==> config.mk <==
export PLATFORM = sky130hd
export DESIGN_NAME = background_tile_fetcher
export DESIGN_NICKNAME = d
export VERILOG_FILES = /design/src/rtl/background_tile_fetcher.sv
export SDC_FILE = /design/constraint.sdc
export NUM_CORES = 1
export LEC_CHECK = 0
export BUFFER_PORTS_ARGS = -buffer_cell sky130_fd_sc_hd__buf_2
export CAP_MARGIN = 25
export CELL_PAD_IN_SITES_DETAIL_PLACEMENT = 0
export CELL_PAD_IN_SITES_GLOBAL_PLACEMENT = 1
export CORE_AREA = 5 5 96 107
export CTS_CLUSTER_DIAMETER = 50
export DETAILED_ROUTE_END_ITERATION = 7
export DIE_AREA = 0 0 101 112
export PLACE_DENSITY_LB_ADDON = 0.1
export SYNTH_ARGS = -nofsm -noshare
export SYNTH_HDL_FRONTEND = slang
export SYNTH_SLANG_ARGS = --single-unit
==> constraint.sdc <==
create_clock -name clock -period 2.6 [get_ports clock]
set_input_delay 0.13 -clock clock [delete_from_list [all_inputs] [get_ports clock]]
set_output_delay 0.13 -clock clock [all_outputs]
set_load 0.05 [all_outputs]
==> src/rtl/background_tile_fetcher.sv <==
// rtl/background_tile_fetcher.sv - background tile fetch sequencer and loopy v register; optional BG_GARBAGE_NT_FETCH_EN
module background_tile_fetcher (
    input  logic        clock,
    input  logic        reset,
    input  logic        clock_EN,
    input  logic        renderEnable,
    input  logic [8:0]  dot,
    input  logic [8:0]  scanline,
    input  logic [14:0] tReg,
    input  logic        vLoad,
    input  logic        bgPatternSel,
    input  logic [7:0]  vramData,
    output logic [13:0] vramAddr,
    output logic        vramRead,
    output logic [7:0]  tileHighByte,
    output logic [7:0]  tileLowByte,
    output logic [1:0]  tileAttr,
    output logic        loadOut,
    output logic [14:0] vOut
);

    logic [14:0] v_q, v_d, v_inc;
    logic [13:0] vram_addr_q, vram_addr_d;
    logic        vram_read_q, vram_read_d;
    logic [7:0]  tile_idx_q;
    logic [7:0]  pt_low_q;
    logic [7:0]  tile_hi_q, tile_lo_q;
    logic [1:0]  at_shift_q, at_bits_q, tile_attr_q;
    logic [1:0]  at_sel;
    logic        load_q;
    logic        started_q;

    logic        render_line;
    logic        fetch_dot;
    logic        fetch_active;
    logic [2:0]  phase;
    logic [13:0] nt_addr, at_addr, pt_addr_lo, pt_addr_hi;

    // Fetch window decode and address formation from the current v
    always_comb begin
        render_line  = (scanline <= 9'd239) || (scanline == 9'd261);
        fetch_dot    = ((dot >= 9'd1) && (dot <= 9'd256)) || ((dot >= 9'd321) && (dot <= 9'd336));
        fetch_active = renderEnable && render_line && fetch_dot;
        phase        = dot[2:0];
        nt_addr      = {2'b10, v_q[11:0]};
        at_addr      = {2'b10, v_q[11:10], 4'b1111, v_q[9:7], v_q[4:2]};
        pt_addr_lo   = {1'b0, bgPatternSel, tile_idx_q, 1'b0, v_q[14:12]};
        pt_addr_hi   = {1'b0, bgPatternSel, tile_idx_q, 1'b1, v_q[14:12]};
    end

    // Address/strobe for the next edge: only odd phases inside the window issue reads
    always_comb begin
        vram_addr_d = '0;
        vram_read_d = 1'b0;
        if (fetch_active && phase[0]) begin
            vram_read_d = 1'b1;
            case (phase)
                3'd1:    vram_addr_d = nt_addr;
                3'd3:    vram_addr_d = at_addr;
                3'd5:    vram_addr_d = pt_addr_lo;
                default: vram_addr_d = pt_addr_hi;
            endcase
        end
`ifdef BG_GARBAGE_NT_FETCH_EN
        else if (renderEnable && render_line && ((dot == 9'd337) || (dot == 9'd339))) begin
            // Dummy NT reads some mappers count on; the data is never latched
            vram_read_d = 1'b1;
            vram_addr_d = nt_addr;
        end
`endif
    end

    // Attribute quadrant select using the shift captured at the AT address phase
    always_comb begin
        case (at_shift_q)
            2'd0:    at_sel = vramData[1:0];
            2'd1:    at_sel = vramData[3:2];
            2'd2:    at_sel = vramData[5:4];
            default: at_sel = vramData[7:6];
        endcase
    end

    // Scroll increments and t->v copies; a vLoad overrides everything on that edge
    always_comb begin
        v_inc = v_q;
        if (fetch_active && (phase == 3'd0)) begin
            if (v_q[4:0] == 5'd31) begin
                v_inc[4:0] = 5'd0;
                v_inc[10]  = ~v_q[10];
            end else begin
                v_inc[4:0] = v_q[4:0] + 5'd1;
            end
        end
        if (renderEnable && render_line && (dot == 9'd256)) begin
            if (v_q[14:12] != 3'd7) begin
                v_inc[14:12] = v_q[14:12] + 3'd1;
            end else begin
                v_inc[14:12] = 3'd0;
                if (v_q[9:5] == 5'd29) begin
                    v_inc[9:5] = 5'd0;
                    v_inc[11]  = ~v_q[11];
                end else if (v_q[9:5] == 5'd31) begin
                    // Coarse Y parked in the attribute rows wraps without a nametable flip
                    v_inc[9:5] = 5'd0;
                end else begin
                    v_inc[9:5] = v_q[9:5] + 5'd1;
                end
            end
        end
        if (renderEnable && render_line && (dot == 9'd257)) begin
            v_inc[10]  = tReg[10];
            v_inc[4:0] = tReg[4:0];
        end
        if (renderEnable && (scanline == 9'd261) && (dot >= 9'd280) && (dot <= 9'd304)) begin
            v_inc[14:11] = tReg[14:11];
            v_inc[9:5]   = tReg[9:5];
        end
        v_d = v_q;
        if (clock_EN) begin
            v_d = v_inc;
        end
        if (vLoad) begin
            v_d = tReg;
        end
    end

    // Fetch sequencer: latches per phase; a tile is only emitted if its NT phase was seen
    always_ff @(posedge clock) begin
        if (reset) begin
            v_q         <= '0;
            vram_addr_q <= '0;
            vram_read_q <= 1'b0;
            tile_idx_q  <= '0;
            pt_low_q    <= '0;
            tile_hi_q   <= '0;
            tile_lo_q   <= '0;
            at_shift_q  <= '0;
            at_bits_q   <= '0;
            tile_attr_q <= '0;
            load_q      <= 1'b0;
            started_q   <= 1'b0;
        end else begin
            load_q <= 1'b0;
            v_q    <= v_d;
            if (clock_EN) begin
                vram_addr_q <= vram_addr_d;
                vram_read_q <= vram_read_d;
                if (!fetch_active) begin
                    started_q <= 1'b0;
                end else begin
                    case (phase)
                        3'd1: started_q <= 1'b1;
                        3'd2: if (started_q) tile_idx_q <= vramData;
                        3'd3: at_shift_q <= {v_q[6], v_q[1]};
                        3'd4: if (started_q) at_bits_q <= at_sel;
                        3'd6: if (started_q) pt_low_q <= vramData;
                        3'd0: begin
                            if (started_q) begin
                                tile_hi_q   <= vramData;
                                tile_lo_q   <= pt_low_q;
                                tile_attr_q <= at_bits_q;
                                load_q      <= 1'b1;
                            end
                        end
                        default: ;
                    endcase
                end
            end
        end
    end

    assign vramAddr     = vram_addr_q;
    assign vramRead     = vram_read_q;
    assign tileHighByte = tile_hi_q;
    assign tileLowByte  = tile_lo_q;
    assign tileAttr     = tile_attr_q;
    assign loadOut      = load_q;
    assign vOut         = v_q;

endmodule

* Yosys cells after proc, flatten, opt, wreduce, memory -nomap -nowiden *
Index checks and enable logic that the tools add are counted.

word-level totals
  input bits = 47
  output and inout port bits = 49
  register bits after elaboration = 70

operators by class
  muxes and demuxes = 25
  reduce and logical (&&, ||, !) cells = 32
  equality and inequality tests = 17
  add/sub/neg operators = 3
  bitwise logic cells = 5
  magnitude comparators = 7

operator list
  operator               count
  $pmux W14 S3           1
  $mux W5                8
  $mux W15               2
  $eq A9 B9 Y1 const B   3
  $le A9 B9 Y1 const B   3
  $reduce_and A4 Y1      5
  $ge A9 B9 Y1 const B   2
  $eq A5 B5 Y1 const B   3
  $mux W14               1
  $reduce_bool A3 Y1     4
  $logic_and A1 B1 Y1    11
  $add A5 B1 Y5 const B  2
  $eq A3 B3 Y1 const B   3
  $ge A9 B1 Y1 const B   1
  $le A9 B8 Y1 const B   1
  $mux W1                9
  $reduce_and A3 Y1      3
  $mux W4                2
  $eq A3 B2 Y1 const B   2
  $pmux W2 S3            1
  $reduce_and A2 Y1      3
  $not A1 Y1             5
  $reduce_or A4 Y1       1
  $add A3 B1 Y3 const B  1
  other kinds (11)       12

* Longest topological paths before layout *
Gate-level depths: netlist of the first run.

  depth after elaboration = 9
  depth in mapped cells = 9

* Worst setup path before layout of the first run *
Ideal clock, no wire load.

  path type = input to register
  start = in scanline[7]
  end = reg tile_attr_q[1], in the netlist tileAttr[1]
  required time = 2471 ps
  buffers on the path = 2
  setup slack = 564 ps
  stages on the path = 8
  data arrival time = 1907 ps
  cells stage by stage = or4_4 -> o21ai_4 -> nand3_1 -> a211oi_2 -> buf_6 -> buf_8 -> mux2i_1 -> nor2_1

on the way
  cells in the longest elaborated chain, start to end = 5

ends and longest elaborated chain
  what                                                 line  text
  from (decl)                                          8     input logic [8:0] scanline,
  $le A9 B8 Y1 / $eq A9 B9 Y1 (equally long branches)  41    render_line = (scanline <= 9'd239) || (scanline == 9'd261);
  $logic_or A1 B1 Y1 *                                 41
  $logic_and A1 B1 Y1 * (2 in series)                  43    fetch_active = renderEnable && render_line && fetch_dot;
  $reduce_and A4 Y1 (no line) *                        --
  to (signal assigned)                                 161   tile_attr_q <= at_bits_q;
  to (decl)                                            28    logic [1:0] at_shift_q, at_bits_q, tile_attr_q;

Every way passes the cells marked *; elsewhere a longest branch is shown, timed or not.
A chain may end at the register's enable or synchronous reset.

* Final worst setup path of the first run *
  start = reg v_q[12], in the netlist vOut[12]
  end = reg v_q[9], in the netlist vOut[9]

on the way
  cells in the longest elaborated chain, start to end = 3

ends and longest elaborated chain
  what                         line  text
  from (decl)                  22    logic [14:0] v_q, v_d, v_inc;
  from (signal assigned)       144   v_q <= v_d;
  $ne A3 B3 Y1                 95    if (v_q[14:12] != 3'd7) begin
  $ne A3 B2 Y1 (no line)       --
  $reduce_and A3 Y1 (no line)  --

Every way passes these cells.

==> results.json, run 1 <==
{
  "status": "finished, final reports clean",
  "rsz0062_at_grt": "false",
  "postCtsHoldBufs": 0,
  "slowest_delay_ns": 0.44,
  "ant_nets": 0,
  "core-area_sq_um": 9120,
  "p_int_mw": 1.558,
  "cpMostUsedCell": "ha_1",
  "clock_skew_ns": 0.01303,
  "syn_to_final_growth_pct": 23.37,
  "start_util": 0.3810,
  "mappedNetlistArea_sq_um": 3475,
  "dieArea_sq_um": 11310,
  "antenna_found_initial": 0,
  "power_leakage_nw": 1.753,
  "final_common_cell": "buf_2",
  "cp_top_family": "simple AND/OR/NAND/NOR gates",
  "grt.overflow.total": 0,
  "place_area_sq_um": 4101,
  "utilization": 0.4700,
  "die-height_um": 112,
  "path_buf_inv": 0,
  "cts_post_setup_buffers_inserted": 0,
  "pwr-share-seq": 0.496,
  "fin_area_sq_um": 4287,
  "clockBufferDepth": 2,
  "most-common-layout-cells": "buf_2, nor2_1, dfxtp_1, mux2i_1, nand2_1",
  "cts_inserted_buffers": 9,
  "fmax_mhz": 495.5,
  "num_rows": 37,
  "detail_route.drc_violations": 0,
  "ys_types": 60,
  "crit_slowest_cell": "dfxtp_1",
  "grt_max_degree": 28,
  "fin_crit_sh": 0.7763,
  "cp-end-kind": "flop",
  "drive_gt1_frac": 0.2977,
  "power_switching_mw": 0.6975,
  "gp_congestion": 0.7730,
  "crit_chain": "ha_1 -> ha_1 -> nand2_1 -> nor3_1 -> o21ai_0 -> a211oi_1",
  "synthCells": 385,
  "port_buffers": 95,
  "clkSlewWorstSetupHoldPaths_ns": 0.09,
  "dpl_worst_slack_ns": 0.2468,
  "antennaDiodeCount": 0,
  "clock_latency_ns": 0.35,
  "drt_iter0_drc": 114,
  "cts.sinks": 70,
  "wl_per_cell_um": 16.12,
  "synth_nets": 439,
  "worstPathMaxFanout": 5,
  "holdWs_ns": 0.03138,
  "vias": 3144,
  "synth-edff-count": 0,
  "drv_cap": 0,
  "cts_root_buffer": "clkbuf_8",
  "worstMarginPinSlew_ns": 0.8250,
  "avgSynthCellArea_sq_um": 9.025,
  "setup_tns_ns": 0,
  "cellPowerDensity_nw_per_um2": 526.1,
  "grt_pass1_wl_mm": 16.15,
  "startpoint": "vOut[12]",
  "htree_levels": 3,
  "dp_hpwl_mm": 7.378,
  "synth_ff_type": "dfxtp_1",
  "holdCritPathClass": "in -> reg",
  "arrival_ns": 2.27,
  "cts_resized": 0,
  "ys_seq_area_frac": 0.4033,
  "worst_slack_ns": 0.5817,
  "worst-setup-path-type": "reg -> reg",
  "pin_count": 96,
  "grt_pass1_vias": 3246,
  "power_frac_clock": 0.369,
  "synth_warnings": 0,
  "die_w_um": 101,
  "rr_startpoint": "vOut[12]",
  "grt_usage": 0.1784,
  "swShare": 0.3093,
  "crit_required_ns": 2.85,
  "p_comb_frac": 0.135,
  "holdCritStartpoint": "bgPatternSel",
  "cts_tree": "yes",
  "period_minus_slack_ns": 2.018,
  "drv_slew": 0,
  "synth_seq_cells": 70,
  "nNetsFinal": 536,
  "relSlewSlack": 0.4474,
  "synthArstFlopShare": 0,
  "drt_wl_total_mm": 9.735,
  "hold_viol_final": 0,
  "cp-start-kind": "flop",
  "vias_per_cell": 5.205,
  "peakVddDrop_uv": 281.9,
  "firstDrtPassIters": 4,
  "finalSetupViolCount": 0
}
-- flip-flops by register name (all words and copies together), names as in the netlist --
| name | cells |
|---|---|
| pt_low_q | 8 |
| vramAddr | 14 |
| vOut | 15 |
| tileAttr | 2 |
| vramRead | 1 |
| at_bits_q | 2 |
| tileLowByte | 8 |
| tile_idx_q | 8 |
| started_q | 1 |
| at_shift_q | 2 |
| loadOut | 1 |
| tileHighByte | 8 |
-- Yosys cell counts (all sizes together), types with 3 or more instances --
cell,instances,area share
nand2,26,0.029
nand3,5,0.011
nor2,75,0.085
ha,7,0.025
buf,6,0.013
nor4,6,0.019
o21ai,20,0.032
clkbuf,14,0.015
nand2b,4,0.0072
o21a,3,0.0065
inv,4,0.0043
nor3,9,0.013
mux2i,46,0.13
and3,6,0.011
dfxtp,70,0.40
o22ai,3,0.0054
a31oi,6,0.011
and2,3,0.0054
o221a,3,0.0097
a21oi,21,0.030
nand4,3,0.0072
a211oi,10,0.023
nor2b,3,0.0054
-- cells by family after synthesis --
| logic type | after synthesis | share of synthesized area |
|---|---|---|
| and+or+nand+nor | 154 | 0.2297 |
| DFF | 70 | 0.4033 |
| xor gates and xnor gates | 1 | 0.002521 |
| AOI/OAI and AO/OA | 81 | 0.1613 |
| muxes | 48 | 0.1455 |
| buffers and inverters | 24 | 0.03240 |
| adders and majority gates | 7 | 0.02521 |
-- power by group through the flow --
| stage | logic (mW) | clock network (mW) | registers, mW |
|---|---|---|---|
| after CTS | 0.308 | 0.870 | 1.12 |
| final | 0.304 | 0.832 | 1.12 |
| after global routing | 0.334 | 0.927 | 1.12 |
| after global placement | 0.306 | 0 | 1.14 |
| after detailed placement | 0.307 | 0 | 1.14 |
| after floorplan | 0.140 | 0 | 1.19 |
-- worst paths after layout --
check                                    end  slack [ns]  cells past startpoint
worst max-delay path                 vOut[9]        0.58                      6
worst min-delay path            vramAddr[12]        0.03                      3
worst max register to register       vOut[9]        0.58                      6
worst min register to register   vramAddr[6]        0.45                      2
-- tightest hold or removal path, cell delays in order --
cell and delay (ns):
buf_2 0.10, nand2_1 0.05, o21ai_0 0.06
-- metrics by stage --
| step | cells | total power [mW] |
|---|---|---|
| global route | 604 | 2.384 |
| finish | 604 | 2.255 |
| CTS | 604 | 2.297 |
| global placement | 588 | 1.450 |
| detailed placement | 588 | 1.451 |
| floorplan | 385 | 1.334 |
-- layer usage --
metal,GRT usage,part of all wire,routed length [um],vias to the layer above
met5,0,0,0,-
met4,0.04699,0.012,115,0
met3,0.04825,0.054,529,8
met2,0.3101,0.50,4877,73
met1,0.2152,0.43,4213,1480
li1,-,-,-,1583
-- final cells by class --
cell class | instances | area (sq um)
clock buffers | 9 | 123.9
clock inverters | 7 | 61.31
fillers | 946 | 4833
inverters | 4 | 15.01
multi-input cells | 291 | 1968
flip-flops and latches | 70 | 1401
well taps | 117 | 146.4
repair buffers | 106 | 570.5
No activity file was read; power rests on OpenSTA's default activity.
==> run 2, diff against run 1 <==
==> constraint.sdc (replaced) <==
create_clock -name clock -period 2.1 [get_ports clock]
set_input_delay 0.105 -clock clock [delete_from_list [all_inputs] [get_ports clock]]
set_output_delay 0.105 -clock clock [all_outputs]
set_load 0.05 [all_outputs]
==> results.json, run 2 (synthesis gave the netlist of run 1 again) <==
{
  "holdWs_ns": 0.03933,
  "worstMarginPinSlew_ns": 0.7887,
  "die_w_um": 101,
  "hold_viol_final": 0,
  "clock_skew_ns": 0.009399,
  "pin_count": 96,
  "arrival_ns": 2.17,
  "crit_required_ns": 2.38,
  "cts_inserted_buffers": 9,
  "grt.overflow.total": 0,
  "cts_tree": "yes",
  "p_int_mw": 2.183,
  "port_buffers": 95,
  "cts_root_buffer": "clkbuf_8",
  "power_frac_clock": 0.415,
  "status": "finished, final reports clean",
  "holdCritStartpoint": "tReg[7]",
  "peakVddDrop_uv": 457.2,
  "cts.sinks": 70,
  "gp_congestion": 0.8058,
  "num_rows": 37,
  "drive_gt1_frac": 0.3215,
  "worst-setup-path-type": "reg -> reg",
  "relSlewSlack": 0.4742,
  "final_common_cell": "buf_2",
  "antenna_found_initial": 1,
  "core-area_sq_um": 9120,
  "finalNonFillerCells": 624,
  "r2r_cells": 7,
  "die-height_um": 112,
  "start_util": 0.3810,
  "worst_slack_ns": 0.2102,
  "dp_hpwl_mm": 7.456,
  "cellPowerDensity_nw_per_um2": 676.9,
  "clkSlewWorstSetupHoldPaths_ns": 0.08,
  "dp.cells": 606,
  "wl_per_cell_um": 15.80,
  "fin_crit_sh": 0.8999,
  "most-common-layout-cells": "buf_2, nor2_1, dfxtp_1, mux2i_1, buf_4",
  "power_switching_mw": 0.8700,
  "regToRegEndpoint": "vOut[7]",
  "ant_nets": 0,
  "swShare": 0.2850,
  "dieArea_sq_um": 11310,
  "cp-start-kind": "flop",
  "drt_wl_total_mm": 9.860,
  "fmax_mhz": 529.2,
  "largest_register_ffs": 15,
  "rr_startpoint": "vOut[6]",
  "clock_latency_ns": 0.35,
  "firstDrtPassIters": 5,
  "drt_iter0_drc": 138,
  "antennaDiodeCount": 0,
  "grt_usage": 0.1777,
  "drv_slew": 0,
  "vias": 3195,
  "grt_pass1_vias": 3210,
  "holdCritPathClass": "in -> reg",
  "pwr-share-seq": 0.454,
  "syn_to_final_growth_pct": 29.82,
  "detail_route.drc_violations": 0,
  "power_leakage_nw": 1.877,
  "clockBufferDepth": 2,
  "drv_cap": 0,
  "min_to": "vOut[7]",
  "rsz0062_at_grt": "false",
  "rrSetupSlack_ns": 0.21,
  "worstPathMaxFanout": 7,
  "grt_pass1_wl_mm": 16.02,
  "nNetsFinal": 556,
  "cp-end-kind": "flop",
  "dpl_worst_slack_ns": -0.05271,
  "vias_per_cell": 5.120,
  "finalSetupViolCount": 0,
  "p_comb_frac": 0.131,
  "hold_depth": 3,
  "grt_max_degree": 23,
  "htree_levels": 3,
  "period_minus_slack_ns": 1.890
}
[run 2: power by group through the flow]
stage	clock network, mW	registers [mW]	logic, mW
after floorplan	0	1.48	0.173
after global placement	0	1.42	0.396
after detailed placement	0	1.42	0.398
after CTS	1.30	1.39	0.403
after global routing	1.37	1.39	0.437
final	1.27	1.39	0.400
[run 2: area by class of cell]
class,instances,area [sq um]
Inverter,4,15.01
Fill cell,901,4609
Timing Repair Buffer,126,750.7
Clock inverter,7,105.1
Multi-Input combinational cell,291,1968
Clock buffer,9,123.9
Sequential cell,70,1401
Tap cell,117,146.4
[run 2: what timing repair did]
action	4_1_cts	5_1_grt
resized for setup	0	0
buffers inserted	0	0
hold buffers	2	0
hold endpoints to repair	2	0
[run 2: worst max-delay path by stage]
| stage | start | end | slack, ns | cells past startpoint |
|---|---|---|---|---|
| CTS | vOut[6] | vOut[7] | 0.21 | 7 |
| detailed placement | scanline[7] | tileLowByte[3] | -0.05 | 8 |
| finish | vOut[6] | vOut[7] | 0.21 | 7 |
| global placement | scanline[7] | tileAttr[1] | -0.04 | 8 |
| floorplan | vOut[6] | vOut[7] | 0.07 | 8 |
| global route | vOut[6] | vOut[7] | 0.12 | 7 |
[run 2: worst max-delay path, stage by stage (launching register included)]
cell and delay, ns:
dfxtp_1 0.41, ha_1 0.26, and3_1 0.19, ha_1 0.22
or3_1 0.35, a21oi_1 0.14, o21ai_0 0.08, a31oi_1 0.17
[run 2: per-stage QoR]
stage	utilization	cell area [sq um]	power [mW]	TNS, ns
6_report	0.4946	4511	3.053	0
5_1_grt	0.4946	4511	3.199	0
4_1_cts	0.4946	4511	3.091	0
3_5_place_dp	0.4673	4262	1.816	-0.6963
3_3_place_gp	0.4673	4262	1.813	-0.2982
2_1_floorplan	-	3475	1.652	0
[run 2: layer usage]
layer	routed length (um)	global-route usage	vias to the layer above
li1	-	-	1624
met1	4356	0.2166	1475
met2	4696	0.2969	80
met3	606	0.04887	14
met4	193	0.06472	2
met5	7	0	-
